`src/rtl/mem_access_unit.sv`:
```
// Load/store unit between a CPU request port and an aligned-word memory port.
// Builds byte enables and lane-shifted store data, and extends load data.
module mem_access_unit #(
  parameter int XLEN   = 32,
  parameter int ADDR_W = 32
) (
  input  logic                clk,
  input  logic                reset,
  input  logic                req_valid,
  output logic                req_ready,
  input  logic                req_store,
  input  logic [1:0]          req_size,
  input  logic                req_unsigned,
  input  logic [ADDR_W-1:0]   req_addr,
  input  logic [XLEN-1:0]     req_wdata,
  output logic                mem_req_valid,
  input  logic                mem_req_ready,
  output logic                mem_we,
  output logic [ADDR_W-1:0]   mem_addr,
  output logic [XLEN/8-1:0]   mem_be,
  output logic [XLEN-1:0]     mem_wdata,
  input  logic                mem_rsp_valid,
  input  logic [XLEN-1:0]     mem_rdata,
  output logic                rsp_valid,
  output logic [XLEN-1:0]     rsp_rdata,
  output logic                rsp_misaligned
);

  localparam int STRB_W = XLEN / 8;
  localparam int OFF_W  = $clog2(STRB_W);

  typedef enum logic [1:0] {
    IDLE = 2'd0,
    REQ  = 2'd1,
    WAIT = 2'd2,
    DONE = 2'd3
  } state_t;

  state_t              state_r, state_s;
  logic                store_r, unsigned_r, misaligned_r;
  logic [1:0]          size_r;
  logic [OFF_W-1:0]    off_r;
  logic [ADDR_W-1:0]   addr_r;
  logic [STRB_W-1:0]   be_r, be_s;
  logic [XLEN-1:0]     wdata_r, rdata_r, wdata_s, ext_s;
  logic                accept_s, fault_s;

  function automatic logic is_fault(input logic [1:0] size, input logic [OFF_W-1:0] off);
    logic f;
    case (size)
      2'b00:   f = 1'b0;
      2'b01:   f = off[0];
      2'b10:   f = (off[1:0] != 2'b00);
      2'b11:   f = (XLEN == 32) ? 1'b1 : (off != {OFF_W{1'b0}});
      default: f = 1'b1;
    endcase
    return f;
  endfunction

  function automatic logic [STRB_W-1:0] calc_be(input logic [1:0] size, input logic [OFF_W-1:0] off);
    logic [STRB_W-1:0] ones;
    ones = ~({STRB_W{1'b1}} << (32'd1 << size));
    return ones << off;
  endfunction

  // Keeps the low (8 << size) bits of d and fills the rest with the sign or zero.
  function automatic logic [XLEN-1:0] extend(input logic [XLEN-1:0] d, input logic [1:0] size,
                                             input logic uns);
    logic [XLEN-1:0] keep;
    logic            s;
    case (size)
      2'b00:   s = d[7];
      2'b01:   s = d[15];
      2'b10:   s = d[31];
      default: s = d[XLEN-1];
    endcase
    if (uns) s = 1'b0;
    else     s = s;
    keep = ~({XLEN{1'b1}} << (32'd8 << size));
    if (size == 2'b11) keep = {XLEN{1'b1}};
    else               keep = keep;
    return (d & keep) | ({XLEN{s}} & ~keep);
  endfunction

  assign accept_s = (state_r == IDLE) && req_valid;
  assign fault_s  = is_fault(req_size, req_addr[OFF_W-1:0]);
  assign be_s     = calc_be(req_size, req_addr[OFF_W-1:0]);
  assign wdata_s  = req_wdata << {req_addr[OFF_W-1:0], 3'b000};
  assign ext_s    = extend(mem_rdata >> {off_r, 3'b000}, size_r, unsigned_r);

  // Next-state logic.
  always_comb begin
    state_s = state_r;
    case (state_r)
      IDLE: begin
        if (req_valid) state_s = fault_s ? DONE : REQ;
        else           state_s = IDLE;
      end
      REQ: begin
        if (mem_req_ready) state_s = store_r ? DONE : WAIT;
        else               state_s = REQ;
      end
      WAIT: begin
        if (mem_rsp_valid) state_s = DONE;
        else               state_s = WAIT;
      end
      DONE:    state_s = IDLE;
      default: state_s = IDLE;
    endcase
  end

  // State register plus the request captured at accept and the load result.
  always_ff @(posedge clk or posedge reset) begin
    if (reset) begin
      state_r      <= IDLE;
      store_r      <= 1'b0;
      unsigned_r   <= 1'b0;
      misaligned_r <= 1'b0;
      size_r       <= 2'b00;
      off_r        <= {OFF_W{1'b0}};
      addr_r       <= {ADDR_W{1'b0}};
      be_r         <= {STRB_W{1'b0}};
      wdata_r      <= {XLEN{1'b0}};
      rdata_r      <= {XLEN{1'b0}};
    end else begin
      state_r <= state_s;
      if (accept_s) begin
        store_r      <= req_store;
        unsigned_r   <= req_unsigned;
        misaligned_r <= fault_s;
        size_r       <= req_size;
        off_r        <= req_addr[OFF_W-1:0];
        addr_r       <= {req_addr[ADDR_W-1:OFF_W], {OFF_W{1'b0}}};
        be_r         <= fault_s ? {STRB_W{1'b0}} : be_s;
        wdata_r      <= wdata_s;
        rdata_r      <= {XLEN{1'b0}};
      end else if ((state_r == WAIT) && mem_rsp_valid) begin
        rdata_r <= ext_s;
      end
    end
  end

  // Every output comes from state or a register; nothing passes through from an input.
  assign req_ready      = (state_r == IDLE);
  assign mem_req_valid  = (state_r == REQ);
  assign mem_we         = (state_r == REQ) && store_r;
  assign mem_be         = (state_r == REQ) ? be_r : {STRB_W{1'b0}};
  assign mem_addr       = addr_r;
  assign mem_wdata      = wdata_r;
  assign rsp_valid      = (state_r == DONE);
  assign rsp_rdata      = (state_r == DONE) ? rdata_r : {XLEN{1'b0}};
  assign rsp_misaligned = (state_r == DONE) && misaligned_r;

endmodule

```
`config.mk`:
```
export PLATFORM = sky130hd
export DESIGN_NAME = mem_access_unit
export DESIGN_NICKNAME = d
export VERILOG_FILES = /design/src/rtl/mem_access_unit.sv
export SDC_FILE = /design/constraint.sdc
export NUM_CORES = 1
export LEC_CHECK = 0
export ABC_AREA = 1
export BUFFER_PORTS_ARGS = -buffer_cell sky130_fd_sc_hd__buf_2
export CORE_MARGIN = 1
export CORE_UTILIZATION = 43
export CTS_CLUSTER_SIZE = 20
export DETAILED_ROUTE_END_ITERATION = 8
export PLACE_DENSITY = 0.71
export SYNTH_ARGS = -nofsm -noshare
export SYNTH_HDL_FRONTEND = slang
export SYNTH_SLANG_ARGS = --single-unit
```
`constraint.sdc`:
```
create_clock -name clk -period 6.53 [get_ports clk]
set_input_delay 1.306 -clock clk [delete_from_list [all_inputs] [get_ports clk]]
set_output_delay 1.306 -clock clk [all_outputs]
set_load 0.02 [all_outputs]
```
; ---- After elaboration in Yosys (flattened, before gate mapping)
; Cells that the tools add are included.
[classes]
n_shift = 7
eq_ne = 8
n_reduce_logical = 9
n_mux = 15
n_bitwise = 6
[op_table]
columns = operator, n
row1 = $mux 32, 4
row2 = $and 32x32->32, 2
row3 = $not 32->32, 2
row4 = $or 32x32->32, 1
row5 = $shl 1x2->32 const A, 1
row6 = $shl 32x32->32 const A, 1
row7 = $shl 32x5->32, 1
row8 = $shl 4x2->32 const A, 1
row9 = $shl 4x32->4 const A, 1
row10 = $shr 32x5->32, 1
row11 = $eq 2x2->1 const B, 5
row12 = $mux 4, 2
row13 = $pmux 2 s4, 1
row14 = $eq 2x1->1 const B, 3
row15 = $logic_not 2->1, 3
row16 = $mux 2, 3
row17 = $logic_and 1x1->1, 4
row18 = $not 4->4, 1
row19 = $pmux 1 s4, 1
row20 = $reduce_bool 2->1, 2
row21 = $shl 4x2->4, 1
row22 = $mux 1, 3
row23 = $pmux 1 s2, 1
[totals]
wordCells = 55
ff_bits = 107
output_inout_bits = 105
in_bits = 105

; ---- Depth between registers and ports, before layout
[logic_depth]
ltp_word = 9
depth_mapped = 11
mapped_depth_nobuf = 9

; ---- Worst setup path before layout
; Ideal clock, no wire load.
[synth_timing]
path_kind = reg2out
start = register state_r[0]
end = output mem_be[0]
n_path_buf = 0
arrival_time_ns = 1.322
path_slack_ns = 3.902
stages_incl_launch_ff = 5
required_ns = 5.224
cell_sequence = dfrtp_1 inv_1 nor2_1 inv_1 nor2_1
[synth_between]
elab_chain_cells = 2
[synth_rtl]
columns = item, line
row1 = "start, declared", 39  ; state_t state_r, state_s;
row2 = "start signal, assigned", 126  ; state_r <= state_s;
row3 = $eq 2x1->1, -
row4 = named net mem_req_valid, 16  ; output logic mem_req_valid,
row5 = $mux 4, 147  ; assign mem_be = (state_r == REQ) ? be_r : {STRB_W{1'b0}};
row6 = "end, declared", 20  ; output logic [XLEN/8-1:0] mem_be,
; The timed path passes the listed nets, and every way through them passes these cells.

; ---- Worst setup path in the final report
[layout_timing]
start = register state_r[1]
end = output rsp_misaligned
[layout_between]
elab_chain_cells = 2
[layout_rtl]
columns = item, line
row1 = $eq 2x2->1, 152  ; assign rsp_misaligned = (state_r == DONE) && misaligned_r;
row2 = $logic_and 1x1->1, 152
row3 = "end, declared", 26  ; output logic rsp_misaligned
; Every way passes these cells.

==> insert_results.sql <==
INSERT INTO impl_metrics (metric_group, metric, value, unit) VALUES
('status', 'outcome', 'finished clean', ''),
('power', 'power_density_of_the_placed_cells', '459', 'nW/um^2'),
('logic_synthesis', 'yosys_warnings', '0', ''),
('sta', 'setup_viol', '0', ''),
('setup_path', 'timing_worst_setup_path_type', 'reg2out', ''),
('drt', 'route.detailed.drc', '0', ''),
('power', 'peakVddDrop', '0.225', 'mV'),
('layout', 'num_antenna_cells', '0', ''),
('clock_tree', 'postCtsSetupRepairBufs', '0', ''),
('global_route', 'global_route_wire_length_before_repair', '24.0', 'mm'),
('power', 'intPower', '1.66', 'mW'),
('sta', 'finalClockSkew', '0.00691', 'ns'),
('logic_synthesis', 'synthTopCellsByArea', 'dfrtp_1 (49%), nand2_1 (17%), o21ai_0 (5.6%), nor2_1 (5.0%), a21oi_1 (4.3%)', ''),
('setup_path', 'critPathLaunchType', 'flop', ''),
('place', 'dpl.hpwl', '10.8', 'mm'),
('layout', 'postLayoutCoreUtil', '55.4', '%'),
('floorplanning', 'die_width', '115', 'microns'),
('floorplanning', 'initial_utilization', '44.7', '%'),
('logic_synthesis', 'synth_top_area_cell', 'dfrtp_1', ''),
('place', 'dp_cells', '1057', ''),
('sta', 'maxSlewHeadroom', '28.5', '%'),
('logic_synthesis', 'synth-edff-count', '0', ''),
('setup_path', 'arrival', '2.07', 'ns'),
('power', 'net-switching-power', '1.45', 'mW'),
('clock_tree', 'clk_path_buf_depth', '2', ''),
('logic_synthesis', 'simple_gate_fraction_of_synth_area', '27.4', '%'),
('setup_path', 'worstPathRequired', '5.22', 'ns'),
('logic_synthesis', 'ys_seq_elements', '107', ''),
('logic_synthesis', 'post_synth.cell_area_avg', '7.56', 'sq um'),
('sta', 'final_period_minus_worst_setup_slack', '3.37', 'ns'),
('drt', 'wire_per_inst', '14.2', 'microns'),
('global_route', 'grt_start_max_net_pins', '75', ''),
('power', 'leakagePower', '3.73', 'nW'),
('clock_tree', 'cts-root-buf', 'clkbuf_16', ''),
('place', 'placement.io_buffers', '207', ''),
('power', 'share_comb_of_total_power', '45.4', '%'),
('setup_path', 'end_kind', 'output port', ''),
('sta', 'timing.setup.tns', '0', 'ns'),
('power', 'total_power', '3.11', 'mW'),
('place', 'gpl.final_weighted_congestion', '0.890', ''),
('floorplanning', 'row_count', '40', ''),
('logic_synthesis', 'synth_top_cells_by_count', 'nand2_1 (246), dfrtp_1 (107), nor2_1 (73)', ''),
('floorplanning', 'die-area', '13100', 'sq um'),
('floorplanning', 'fp.coreArea', '12200', 'sq um'),
('logic_synthesis', 'mux_share_of_post_synthesis_cell_area', '0', '%'),
('logic_synthesis', 'adder_cell_area_share_of_the_yosys_netlist', '0', '%'),
('power', 'sequentialPowerShare', '36.9', '%'),
('clock_tree', 'numClockSinks', '107', ''),
('drt', 'detailedRoute.firstIterationViolations', '385', ''),
('logic_synthesis', 'post_synthesis_sequential_area_ratio', '49.1', '%'),
('clock_tree', 'path_clk_slew', '0.08', 'ns'),
('clock_tree', 'tritoncts', 'yes', ''),
('drt', 'route.detailed.vias_per_inst', '4.92', ''),
('logic_synthesis', 'synth.cell_area', '5460', 'sq um'),
('setup_path', 'critical_path_peak_fanout', '34', ''),
('worst_hold_path', 'min_path_type', 'reg2reg', ''),
('power', 'power_switching_share', '46.6', '%'),
('sta', 'setup_repair_after_global_routing_missed_its_margin', 'false', ''),
('global_route', 'antenna_found_initial', '0', ''),
('sta', 'report.final.hold_viol_count', '0', ''),
('logic_synthesis', 'async_reset_ff_share', '100', '%'),
('logic_synthesis', 'yosys_cell_types', '28', ''),
('clock_tree', 'total_of_hold_buffers_inserted_after_clock_tree_synthesis', '0', ''),
('layout', 'layoutNonFillerInstCount', '1073', ''),
('logic_synthesis', 'synthesis.instances', '722', ''),
('sta', 'post-route-period-util', '51.6', '%'),
('floorplanning', 'die_h', '115', 'microns'),
('logic_synthesis', 'yosys.area_share.xor_xnor', '0', '%'),
('clock_tree', 'cts_resized', '0', ''),
('drt', 'drt_wl_total', '15.3', 'mm'),
('drt', 'routed-via-count', '5284', '');
-- state kept, by name, indices dropped and copies added (netlist names) --
signal	flops
mem_wdata	32
off_r	2
rdata_r	32
store_r	1
state_r	2
unsigned_r	1
mem_addr	30
misaligned_r	1
be_r	4
size_r	2
-- metal layers --
metal | global-route usage, % | vias to the layer above | share of wire (%)
met3 | 5.98 | 12 | 7.9
met4 | 5.63 | 0 | 1.0
met2 | 40.2 | 210 | 49
met1 | 30.3 | 2428 | 43
met5 | 0 | - | 0
li1 | - | 2634 | -
-- logic make-up after synthesis --
logic type      count (synthesis)
compound gates                141
flops                         107
simple gates                  364
other cells                     1
buf+inv                       109
-- power by group through the flow --
stage | Combinational (mW) | Clock [mW] | Sequential [mW]
2_1_floorplan | 0.872 | 0 | 1.29
3_3_place_gp | 1.40 | 0 | 1.15
3_5_place_dp | 1.43 | 0 | 1.14
4_1_cts | 1.42 | 0.562 | 1.14
5_1_grt | 1.57 | 0.589 | 1.18
6_report | 1.41 | 0.550 | 1.15
-- worst paths after layout --
path / startpoint / to / slack [ns] / depth (start not counted)
setup / recovery: state_r[1] / rsp_misaligned / 3.16 / 3
hold / removal: mem_addr[31] / mem_addr[31] / 0.48 / 2
setup reg to reg: off_r[1] / rdata_r[9] / 4.21 / 8
hold reg to reg: mem_addr[31] / mem_addr[31] / 0.48 / 2
max in group asynchronous: reset / rdata_r[5] / 4.27 / 3
min in group asynchronous: reset / mem_addr[18] / 0.95 / 2
-- cell type report --
class                   count  area (sq um)
fillers                  1239          5440
clock buffers               9           225
multi-input cells         507          2270
repair buffers            209          1050
flip-flops and latches    107          2680
inverters                  66           254
clock inverters             7          78.8
well taps                 168           210
-- cell usage in the layout (no fill, tap or decap), drive strengths merged --
cell    instances
o21ai          71
nand3          31
or2             8
buf           209
o31ai           1
inv            70
clkbuf          9
nor2           76
o211ai          8
o221ai          8
nand2         249
o22ai           5
conb            2
a21oi          48
dfrtp         107
clkinv          3
-- metrics by stage --
step                instance area [sq um]  hold slack [ns]  setup slack [ns]
global placement                     6470            0.457              3.54
global route                         6770            0.497              3.00
finish                               6770            0.482              3.16
detailed placement                   6470            0.459              3.51
floorplan                            5460            0.449              2.41
CTS                                  6770            0.482              3.11
-- critical path, stage by stage, from the launching register on --
cell and delay [ns]:
dfrtp_1 0.50, nand2_1 0.66, nor2_1 0.35, buf_2 0.21
Note: power is estimated with default switching activity, not from simulation.
